## config.mk

```make
export PLATFORM = sky130hd
export DESIGN_NAME = gcode_command_fetcher
export DESIGN_NICKNAME = d
export VERILOG_FILES = /design/src/rtl/scara_cmd_pkg.sv /design/src/rtl/cmd_word_unpack.sv /design/src/rtl/gcode_command_fetcher.sv
export SDC_FILE = /design/constraint.sdc
export NUM_CORES = 1
export LEC_CHECK = 0
export BUFFER_PORTS_ARGS = -buffer_cell sky130_fd_sc_hd__buf_2
export CORE_MARGIN = 8
export CORE_UTILIZATION = 49
export CTS_CLUSTER_SIZE = 28
export DETAILED_ROUTE_END_ITERATION = 8
export PLACE_DENSITY = 0.86
export SETUP_SLACK_MARGIN = 0.4
export SLEW_MARGIN = 20
export SYNTH_ARGS = -nofsm -noshare
export SYNTH_HDL_FRONTEND = slang
export SYNTH_SLANG_ARGS = --single-unit
```

## constraint.sdc

```tcl
create_clock -name clk -period 2.3 [get_ports clk]
set_input_delay 0.115 -clock clk [delete_from_list [all_inputs] [get_ports clk]]
set_output_delay 0.115 -clock clk [all_outputs]
set_load 0.02 [all_outputs]
```

## src/rtl/scara_cmd_pkg.sv

```systemverilog
// scara_cmd_pkg: command word layout, command codes and fetcher states shared by producer and consumer
package scara_cmd_pkg;
  localparam int CMD_W = 4;
  localparam int COORD_W = 14;
  localparam int CMD_WORD_W = 32;
  localparam int CMD_LSB = 28;
  localparam int X_LSB = 14;
  localparam int Y_LSB = 0;
  typedef enum logic [CMD_W-1:0] {G00, G01, G20, G21, G90, G91, M2, M6, M72} cmd_code_t;
  typedef enum logic [2:0] {IDLE, FETCH, WAIT_RD, ISSUE, HOLDOFF, DONE} fetch_state_t;
endpackage

```

## src/rtl/cmd_word_unpack.sv

```systemverilog
// cmd_word_unpack: slices a packed command word and flags program end and illegal codes
module cmd_word_unpack
  import scara_cmd_pkg::*;
(
  input  logic [CMD_WORD_W-1:0] word,
  output logic [CMD_W-1:0]      cmd,
  output logic [COORD_W-1:0]    x,
  output logic [COORD_W-1:0]    y,
  output logic                  is_m2,
  output logic                  illegal
);
  assign cmd = word[CMD_LSB +: CMD_W];
  assign x = word[X_LSB +: COORD_W];
  assign y = word[Y_LSB +: COORD_W];
  assign is_m2 = cmd == M2;
  assign illegal = cmd > M72;
endmodule

```

## src/rtl/gcode_command_fetcher.sv

```systemverilog
// gcode_command_fetcher: walks the program RAM and presents one unpacked command per memory_ready strobe
module gcode_command_fetcher
  import scara_cmd_pkg::*;
#(
  parameter int ADDR_W = 10,
  parameter int HOLDOFF_CYC = 4
) (
  input  logic                  clk,
  input  logic                  reset_n,
  input  logic                  start,
  input  logic                  block,
  input  logic                  controller_ready,
  output logic [ADDR_W-1:0]     mem_addr,
  output logic                  mem_rd,
  input  logic [CMD_WORD_W-1:0] mem_rdata,
  output logic [CMD_W-1:0]      cmd,
  output logic [COORD_W-1:0]    x_value_in,
  output logic [COORD_W-1:0]    y_value_in,
  output logic                  memory_ready,
  output logic                  busy,
  output logic                  done,
  output logic                  error
);
  localparam int CNT_W = $clog2(HOLDOFF_CYC);
  fetch_state_t state, state_n;
  logic [CNT_W-1:0] cnt, cnt_n;
  logic [ADDR_W-1:0] addr_n;
  logic [CMD_W-1:0] cmd_n, u_cmd;
  logic [COORD_W-1:0] x_n, y_n, u_x, u_y;
  logic rd_n, rdy_n, done_n, err_n, busy_n, u_m2, u_bad;
  cmd_word_unpack u_unpack (
    .word(mem_rdata),
    .cmd(u_cmd),
    .x(u_x),
    .y(u_y),
    .is_m2(u_m2),
    .illegal(u_bad)
  );
  // A blocked FETCH drops mem_rd; re-entering with mem_rd low reissues the read before moving on.
  always_comb begin
    state_n = state;
    addr_n = mem_addr;
    rd_n = 1'b0;
    rdy_n = 1'b0;
    cnt_n = cnt;
    cmd_n = cmd;
    x_n = x_value_in;
    y_n = y_value_in;
    done_n = done;
    err_n = error;
    if (!block)
      case (state)
        IDLE, DONE: if (start) begin
          state_n = FETCH;
          addr_n = '0;
          rd_n = 1'b1;
          done_n = 1'b0;
          err_n = 1'b0;
        end
        FETCH: begin
          state_n = mem_rd ? WAIT_RD : FETCH;
          rd_n = !mem_rd;
        end
        WAIT_RD: begin
          cmd_n = u_cmd;
          x_n = u_x;
          y_n = u_y;
          state_n = (u_m2 || u_bad) ? DONE : ISSUE;
          done_n = u_m2 || u_bad;
          err_n = u_bad;
        end
        ISSUE: if (controller_ready) begin
          state_n = HOLDOFF;
          rdy_n = 1'b1;
          cnt_n = '0;
        end
        HOLDOFF:
          if (cnt != CNT_W'(HOLDOFF_CYC - 1)) cnt_n = cnt + 1'b1;
          else if (&mem_addr) begin
            state_n = DONE;
            done_n = 1'b1;
            err_n = 1'b1;
          end else begin
            state_n = FETCH;
            addr_n = mem_addr + 1'b1;
            rd_n = 1'b1;
          end
        default: state_n = IDLE;
      endcase
  end
  assign busy_n = !(state_n == IDLE || state_n == DONE);
  always_ff @(posedge clk)
    if (!reset_n) begin
      state <= IDLE;
      cnt <= '0;
      mem_addr <= '0;
      mem_rd <= 1'b0;
      cmd <= '0;
      x_value_in <= '0;
      y_value_in <= '0;
      memory_ready <= 1'b0;
      busy <= 1'b0;
      done <= 1'b0;
      error <= 1'b0;
    end else begin
      state <= state_n;
      cnt <= cnt_n;
      mem_addr <= addr_n;
      mem_rd <= rd_n;
      cmd <= cmd_n;
      x_value_in <= x_n;
      y_value_in <= y_n;
      memory_ready <= rdy_n;
      busy <= busy_n;
      done <= done_n;
      error <= err_n;
    end
endmodule

```

==> impl_metrics.json, run 1 <==
{
  "numClockSinks": 52,
  "worst-path-stages": 6,
  "ioPinCount": 84,
  "synth_top_area_frac": 0.4447,
  "wirelength_um": 6237,
  "cts_setup_buffers": 0,
  "fill_cells": 429,
  "grt_overflow": 0,
  "r2r_start": "cnt[0]$_SDFFE_PN0P_",
  "synthFlopType": "dfxtp_1",
  "grt_start_max_net_pins": 41,
  "nNetsFinal": 409,
  "worstPathCellList": "ha_2, mux2_4, a21o_4, nand3_2, or4_1, a21oi_1",
  "htree_levels": 2,
  "ys_seq_area_frac": 0.4447,
  "post-route-drc-count": 0,
  "firstDrtPassIters": 4,
  "finalSetupTns_ps": 0,
  "critPathKind": "register to register",
  "leakage_nw": 1.212,
  "die_x_um": 85.12,
  "fin_cells": 425,
  "min_from": "mem_rdata[6]",
  "coreArea_um2": 4661,
  "worstSetupStartpointType": "register",
  "hold_viol_final": 0,
  "synth_cell_types": 48,
  "antenna_found_initial": 0,
  "insertion_delay_ps": 300,
  "drive_gt1_frac": 0.2938,
  "grt_pass1_wl_um": 10050,
  "drtAntennaViolNets": 0,
  "path_buf_inv": 0,
  "timing.final.crit_period_ps": 1784,
  "rows": 25,
  "outcome": "completed",
  "worst_slew_pin_slew_ps": 452.7,
  "cts.clk_slew.worst_paths_ps": 90,
  "crit_path_max_fanout": 6,
  "end_kind": "register",
  "root_buffer": "clkbuf_8",
  "setup_violations": 0,
  "synth-edff-count": 0,
  "hp-class": "input port to register",
  "cts_buffer_depth": 2,
  "crit_arrival_ps": 2020,
  "pre_cts_ws_ps": 429.2,
  "timing.final.crit_share": 0.7758,
  "clock.fmax_mhz": 560.4,
  "routabilityCongestion": 0.8815,
  "routedWlPerCell_um": 14.68,
  "critPathRequiredTime_ps": 2540,
  "placedInstanceArea_um2": 2786,
  "dp.cells": 417,
  "drt_first_iter_violations": 179,
  "rrSetupSlack_ps": 520,
  "hold_buffers": 0,
  "stdcell_area_um2": 2894,
  "worst_hold_path.endpoint": "y_value_in[6]$_SDFFE_PN0P_",
  "fin_worst_skew_ps": 6.208,
  "synth-seq-cells": 52,
  "antennaDiodeCount": 0,
  "via_per_inst": 5.508,
  "cts_resized": 0,
  "syn_to_final_growth_pct": 23.62,
  "hpwlAfterDp_um": 4692,
  "grt.total_usage": 0.1677,
  "yosysWarnings": 0,
  "tritoncts": "done",
  "layout_commonest_cell": "buf_2",
  "whs_path_depth": 3,
  "power_density_nw_per_um2": 561.7,
  "cp_slowest_cell": "or4_1",
  "num_vias": 2341,
  "synthArstFlopShare": 0,
  "yosysTopAreaCell": "dfxtp_1",
  "drv_cap": 0,
  "start_util": 0.5023,
  "ir_drop_v": 0.0003541,
  "grt_pass1_vias": 2205,
  "synth_cells": 293,
  "cts_buffers": 5,
  "placement.io_buffers": 83,
  "max_stage_delay_ps": 490,
  "r2r_end": "mem_addr[4]$_SDFFE_PN0P_",
  "fin_ws_ps": 515.6,
  "die_area_um2": 7245,
  "synth.avg_cell_area_um2": 7.990,
  "path_delay_family": "simple AND/OR/NAND/NOR gates",
  "synth_top_cells_by_area": "dfxtp_1 44%, nand2_1 12%, a21oi_1 9.0%",
  "rsz0062_at_grt": "yes",
  "power_w": 0.001625,
  "slew_headroom": 0.6968,
  "r2r_cells": 6,
  "mappedNetlistArea_um2": 2341,
  "finalMaxSlewViolations": 0,
  "syn_nets": 332,
  "final_cell_mix": "83 x buf_2, 75 x nand2_1, 49 x dfxtp_1, 42 x a21oi_1, 11 x nor2_1",
  "die_h_um": 85.12
}
Yosys cell counts, types with 2 or more instances:
library cell	number
nand2_1	75
dfxtp_1	52
a21oi_1	42
nor2_1	11
buf_2	10
nand2b_1	8
inv_1	6
nand3_1	6
o31ai_1	6
a31oi_1	5
clkbuf_1	5
mux2i_1	5
o21ai_0	5
or4_1	5
nand4_1	4
nor3_1	4
o211ai_1	3
a211o_1	2
a21o_1	2
and3_1	2
ha_1	2
inv_2	2
nand4b_1	2
nor2_2	2
nor4_1	2
or3_1	2
or3b_1	2
power by group:
part	total (W)	leakage [nW]	internal, W	switching [W]
Clock	0.000546	0.0516	0.000246	0.000299
Combinational	0.000153	0.739	0.0000631	0.0000896
Sequential	0.000927	0.421	0.000912	0.0000147
Total	0.00163	1.21	0.00122	0.000404
stage by stage:
| stage | util | hold WS (ps) |
|---|---|---|
| global placement | 0.5979 | 354.8 |
| CTS | 0.6185 | 29.88 |
| finish | 0.6209 | 37.33 |
| floorplan | - | 251.0 |
| global route | 0.6209 | 29.48 |
| detailed placement | 0.5979 | 360.5 |
tightest hold or removal path: stages:
cell	delay (ps)
buf_2	100
nand2_1	40
a21oi_1	50
sequential cells by signal, summed over array words and instances, names as in the netlist:
signal,flops
x_value_in,14
y_value_in,14
mem_addr,10
cmd,4
state,3
cnt,2
busy,1
done,1
error,1
mem_rd,1
memory_ready,1
worst max-delay path by stage:
| stage | start | to | slack [ps] |
|---|---|---|---|
| global placement | state[2]$_SDFF_PN0_ | mem_addr[0]$_SDFFE_PN0P_ | 480 |
| detailed placement | state[2]$_SDFF_PN0_ | cnt[0]$_SDFFE_PN0P_ | 430 |
| CTS | state[2]$_SDFF_PN0_ | cnt[0]$_SDFFE_PN0P_ | 410 |
| global route | state[2]$_SDFF_PN0_ | busy$_SDFF_PN0_ | 400 |
| finish | cnt[0]$_SDFFE_PN0P_ | mem_addr[4]$_SDFFE_PN0P_ | 520 |
| floorplan | mem_addr[0]$_SDFFE_PN0P_ | mem_addr[7]$_SDFFE_PN0P_ | 610 |
routing by layer:
| layer | up-vias | part of all wire | track usage |
|---|---|---|---|
| li1 | 1180 | - | - |
| met1 | 1087 | 0.42 | 0.1899 |
| met2 | 63 | 0.49 | 0.2862 |
| met3 | 11 | 0.064 | 0.05309 |
| met4 | 0 | 0.022 | 0.06311 |
| met5 | - | 0 | 0 |
final cells by class:
type	instances	area, um^2	share of cell area
Timing Repair Buffer	86	450.4	0.1556
Tap cell	54	67.56	0.02335
Clock inverter	2	13.76	0.004756
Clock buffer	6	82.58	0.02853
Inverter	8	30.03	0.01038
Sequential cell	52	1045	0.3610
Multi-Input combinational cell	217	1205	0.4163
logic make-up (layout without fill, tap and decap cells):
logic type / after synthesis / in the layout / share of synthesized area
fa+ha+maj: 2 / 2 / 0.01069
simple gates: 133 / 133 / 0.2747
xor+xnor: 1 / 1 / 0.003742
buf+inv: 24 / 102 / 0.04383
mux: 6 / 6 / 0.02779
compound gates: 75 / 75 / 0.1945
flops: 52 / 52 / 0.4447
Note: power is estimated with default switching activity, not from simulation.
==> inputs of run 2 (changes only) <==
ABC_AREA = 1   (was default)
clock period = 1.7 ns   (was 2.3 ns; I/O delays follow)
==> impl_metrics.json, run 2 <==
{
  "final_cell_mix": "83 x buf_2, 51 x nor2_1, 48 x nand2_1, 41 x dfxtp_1, 21 x o21ai_0",
  "nNetsFinal": 488,
  "rrSetupSlack_ps": 160,
  "numClockSinks": 52,
  "cts_buffers": 5,
  "yosysWarnings": 0,
  "synth-seq-cells": 52,
  "hp-class": "input port to register",
  "via_per_inst": 5.399,
  "holdWs_ps": 11.30,
  "drtAntennaViolNets": 0,
  "grt.total_usage": 0.1905,
  "insertion_delay_ps": 310,
  "r2r_start": "mem_addr[0]$_SDFFE_PN0P_",
  "grt_pass1_vias": 2490,
  "drv_cap": 0,
  "firstDrtPassIters": 5,
  "synth_cell_types": 32,
  "fin_worst_skew_ps": 10.15,
  "crit_path_max_fanout": 5,
  "wirelength_um": 8197,
  "synthSimpleGateAreaFrac": 0.3088,
  "syn_nets": 360,
  "cts.clk_slew.worst_paths_ps": 100,
  "timing.final.crit_period_ps": 1537,
  "drive_gt1_frac": 0.4689,
  "critPathRequiredTime_ps": 1930,
  "outcome": "completed",
  "antenna_found_initial": 0,
  "num_vias": 2721,
  "worst_slew_pin_slew_ps": 416.5,
  "setup_violations": 0,
  "leakage_nw": 1.680,
  "synth_top_cells_by_area": "dfxtp_1 45%, nor2_1 12%, nand2_1 8.8%",
  "syn_to_final_growth_pct": 59.86,
  "ir_drop_v": 0.0004462,
  "grt_overflow": 0,
  "end_kind": "register",
  "synth.avg_cell_area_um2": 7.156,
  "rsz0062_at_grt": "yes",
  "finalMaxSlewViolations": 0,
  "clock.fmax_mhz": 650.4,
  "synth_top_family_by_area": "simple AND/OR/NAND/NOR gates",
  "die_h_um": 84.47,
  "slew_headroom": 0.7220,
  "hpwlAfterDp_um": 4381,
  "timing.final.crit_share": 0.9044,
  "antennaDiodeCount": 0,
  "worstSetupStartpointType": "register",
  "r2r_cells": 10,
  "tritoncts": "done",
  "synthFlopType": "dfxtp_1",
  "synth_cells": 321,
  "yosysTopAreaCell": "dfxtp_1",
  "min_from": "mem_rdata[23]",
  "synth_most_common_cell": "nor2_1",
  "post-route-drc-count": 0,
  "grt_pass1_wl_um": 11200,
  "htree_levels": 2,
  "hold_viol_final": 0,
  "die_area_um2": 7135,
  "synthAdderAreaFrac": 0.01089,
  "rows": 25,
  "r2r_end": "mem_addr[2]$_SDFFE_PN0P_",
  "routabilityCongestion": 0.8757,
  "coreArea_um2": 4629,
  "fin_util": 0.7932,
  "whs_path_depth": 3,
  "largestRegisters": "x_value_in x14, y_value_in x14, mem_addr x10",
  "placement.io_buffers": 83,
  "power_density_nw_per_um2": 621.8,
  "root_buffer": "clkbuf_8",
  "synthArstFlopShare": 0,
  "synth_top_area_frac": 0.4532,
  "synth_xor_area_frac": 0.01144,
  "worst_hold_path.endpoint": "x_value_in[9]$_SDFFE_PN0P_",
  "drt_first_iter_violations": 213,
  "start_util": 0.4962,
  "finalSetupTns_ps": 0,
  "crit_arrival_ps": 1770,
  "layout_commonest_cell": "buf_2",
  "critPathKind": "register to register",
  "synth-edff-count": 0,
  "synth_compound_area_frac": 0.1503,
  "fin_ws_ps": 162.6,
  "synthMuxAreaShare": 0,
  "pre_cts_ws_ps": 152.0,
  "grt_start_max_net_pins": 34,
  "cts_buffer_depth": 2,
  "die_x_um": 84.47,
  "synth_common_cells": "76 x nor2_1, 54 x nand2_1, 52 x dfxtp_1",
  "ys_seq_area_frac": 0.4532,
  "ioPinCount": 84,
  "mappedNetlistArea_um2": 2297,
  "routedWlPerCell_um": 16.26
}
## run 2: cell count changes in the layout (fill, tap and decap cells not counted), moves of 11 or more
cell and change:
nor2_1 +40, a21oi_1 -30, nand2_1 -27, dlygate4sd3_1 +20
nor2_2 +16, o21ai_0 +16, buf_4 +15, nand2_2 +12
o21ai_2 +12, nor2_4 +11
## run 2: cell type report
cell class                      count  area (um^2)
Clock buffer                        5        68.82
Inverter                           24        107.6
Tap cell                           54        67.56
Fill cell                         291        957.2
Multi-Input combinational cell    233         1353
Timing Repair Buffer              132        972.2
Clock inverter                      3        27.53
Sequential cell                    52         1070
Timing Repair inverter              1        6.256
## run 2: per-layer routing
metal,vias to the layer above,routed length [um],track usage
li1,1295,-,-
met1,1270,3024,0.2058
met2,141,4261,0.3245
met3,15,765,0.08976
met4,0,146,0.05340
met5,-,0,0
## run 2: what timing repair did
action	in CTS	in global routing
setup buffers	7	12
hold endpoints to repair	20	0
hold buffers	20	0
cloned	2	7
pin swaps	6	30
resized for setup	19	81
endpoints found under the setup margin	50	49
## run 2: per-stage QoR
stage          instance area (um^2)  std cells  power (W)
6_report                       3672        504   0.002283
4_1_cts                        3212        485   0.002242
3_5_place_dp                   2801        448   0.001466
5_1_grt                        3672        504   0.002362
3_3_place_gp                   2801        448   0.001461
2_1_floorplan                  2328        321   0.001385
## run 2: worst max path at each step
| stage | startpoint | endpoint | slack (ps) |
|---|---|---|---|
| floorplan | mem_addr[1]$_SDFFE_PN0P_ | mem_addr[5]$_SDFFE_PN0P_ | 310 |
| global placement | state[2]$_SDFF_PN0_ | mem_addr[4]$_SDFFE_PN0P_ | 210 |
| detailed placement | state[2]$_SDFF_PN0_ | mem_addr[4]$_SDFFE_PN0P_ | 150 |
| CTS | mem_addr[0]$_SDFFE_PN0P_ | mem_addr[2]$_SDFFE_PN0P_ | 260 |
| global route | mem_addr[4]$_SDFFE_PN0P_ | busy$_SDFF_PN0_ | 100 |
| finish | mem_addr[0]$_SDFFE_PN0P_ | mem_addr[2]$_SDFFE_PN0P_ | 160 |
## run 2: power by group
part           leakage (nW)  switching [W]  total [W]  internal [W]
registers             0.427      0.0000136    0.00124       0.00123
logic                  1.21       0.000170   0.000296      0.000126
clock network        0.0463       0.000445   0.000749      0.000303
## run 2: cells by family (layout without fill, tap and decap cells)
| kind of cell | Yosys count | count (layout) |
|---|---|---|
| flops | 52 | 52 |
| compound gates | 63 | 63 |
| simple gates | 164 | 165 |
| fa+ha+maj | 2 | 2 |
| xor+xnor | 3 | 3 |
| buf+inv | 37 | 165 |
## run 2: critical path: stages (launching register included)
cell	delay [ps]
dfxtp_4	370
ha_4	170
inv_4	50
nor2_4	30
nand3b_1	140
nand2_1	90
nand2_2	120
nand3_4	140
inv_6	110
nand3b_1	100
a21oi_1	150
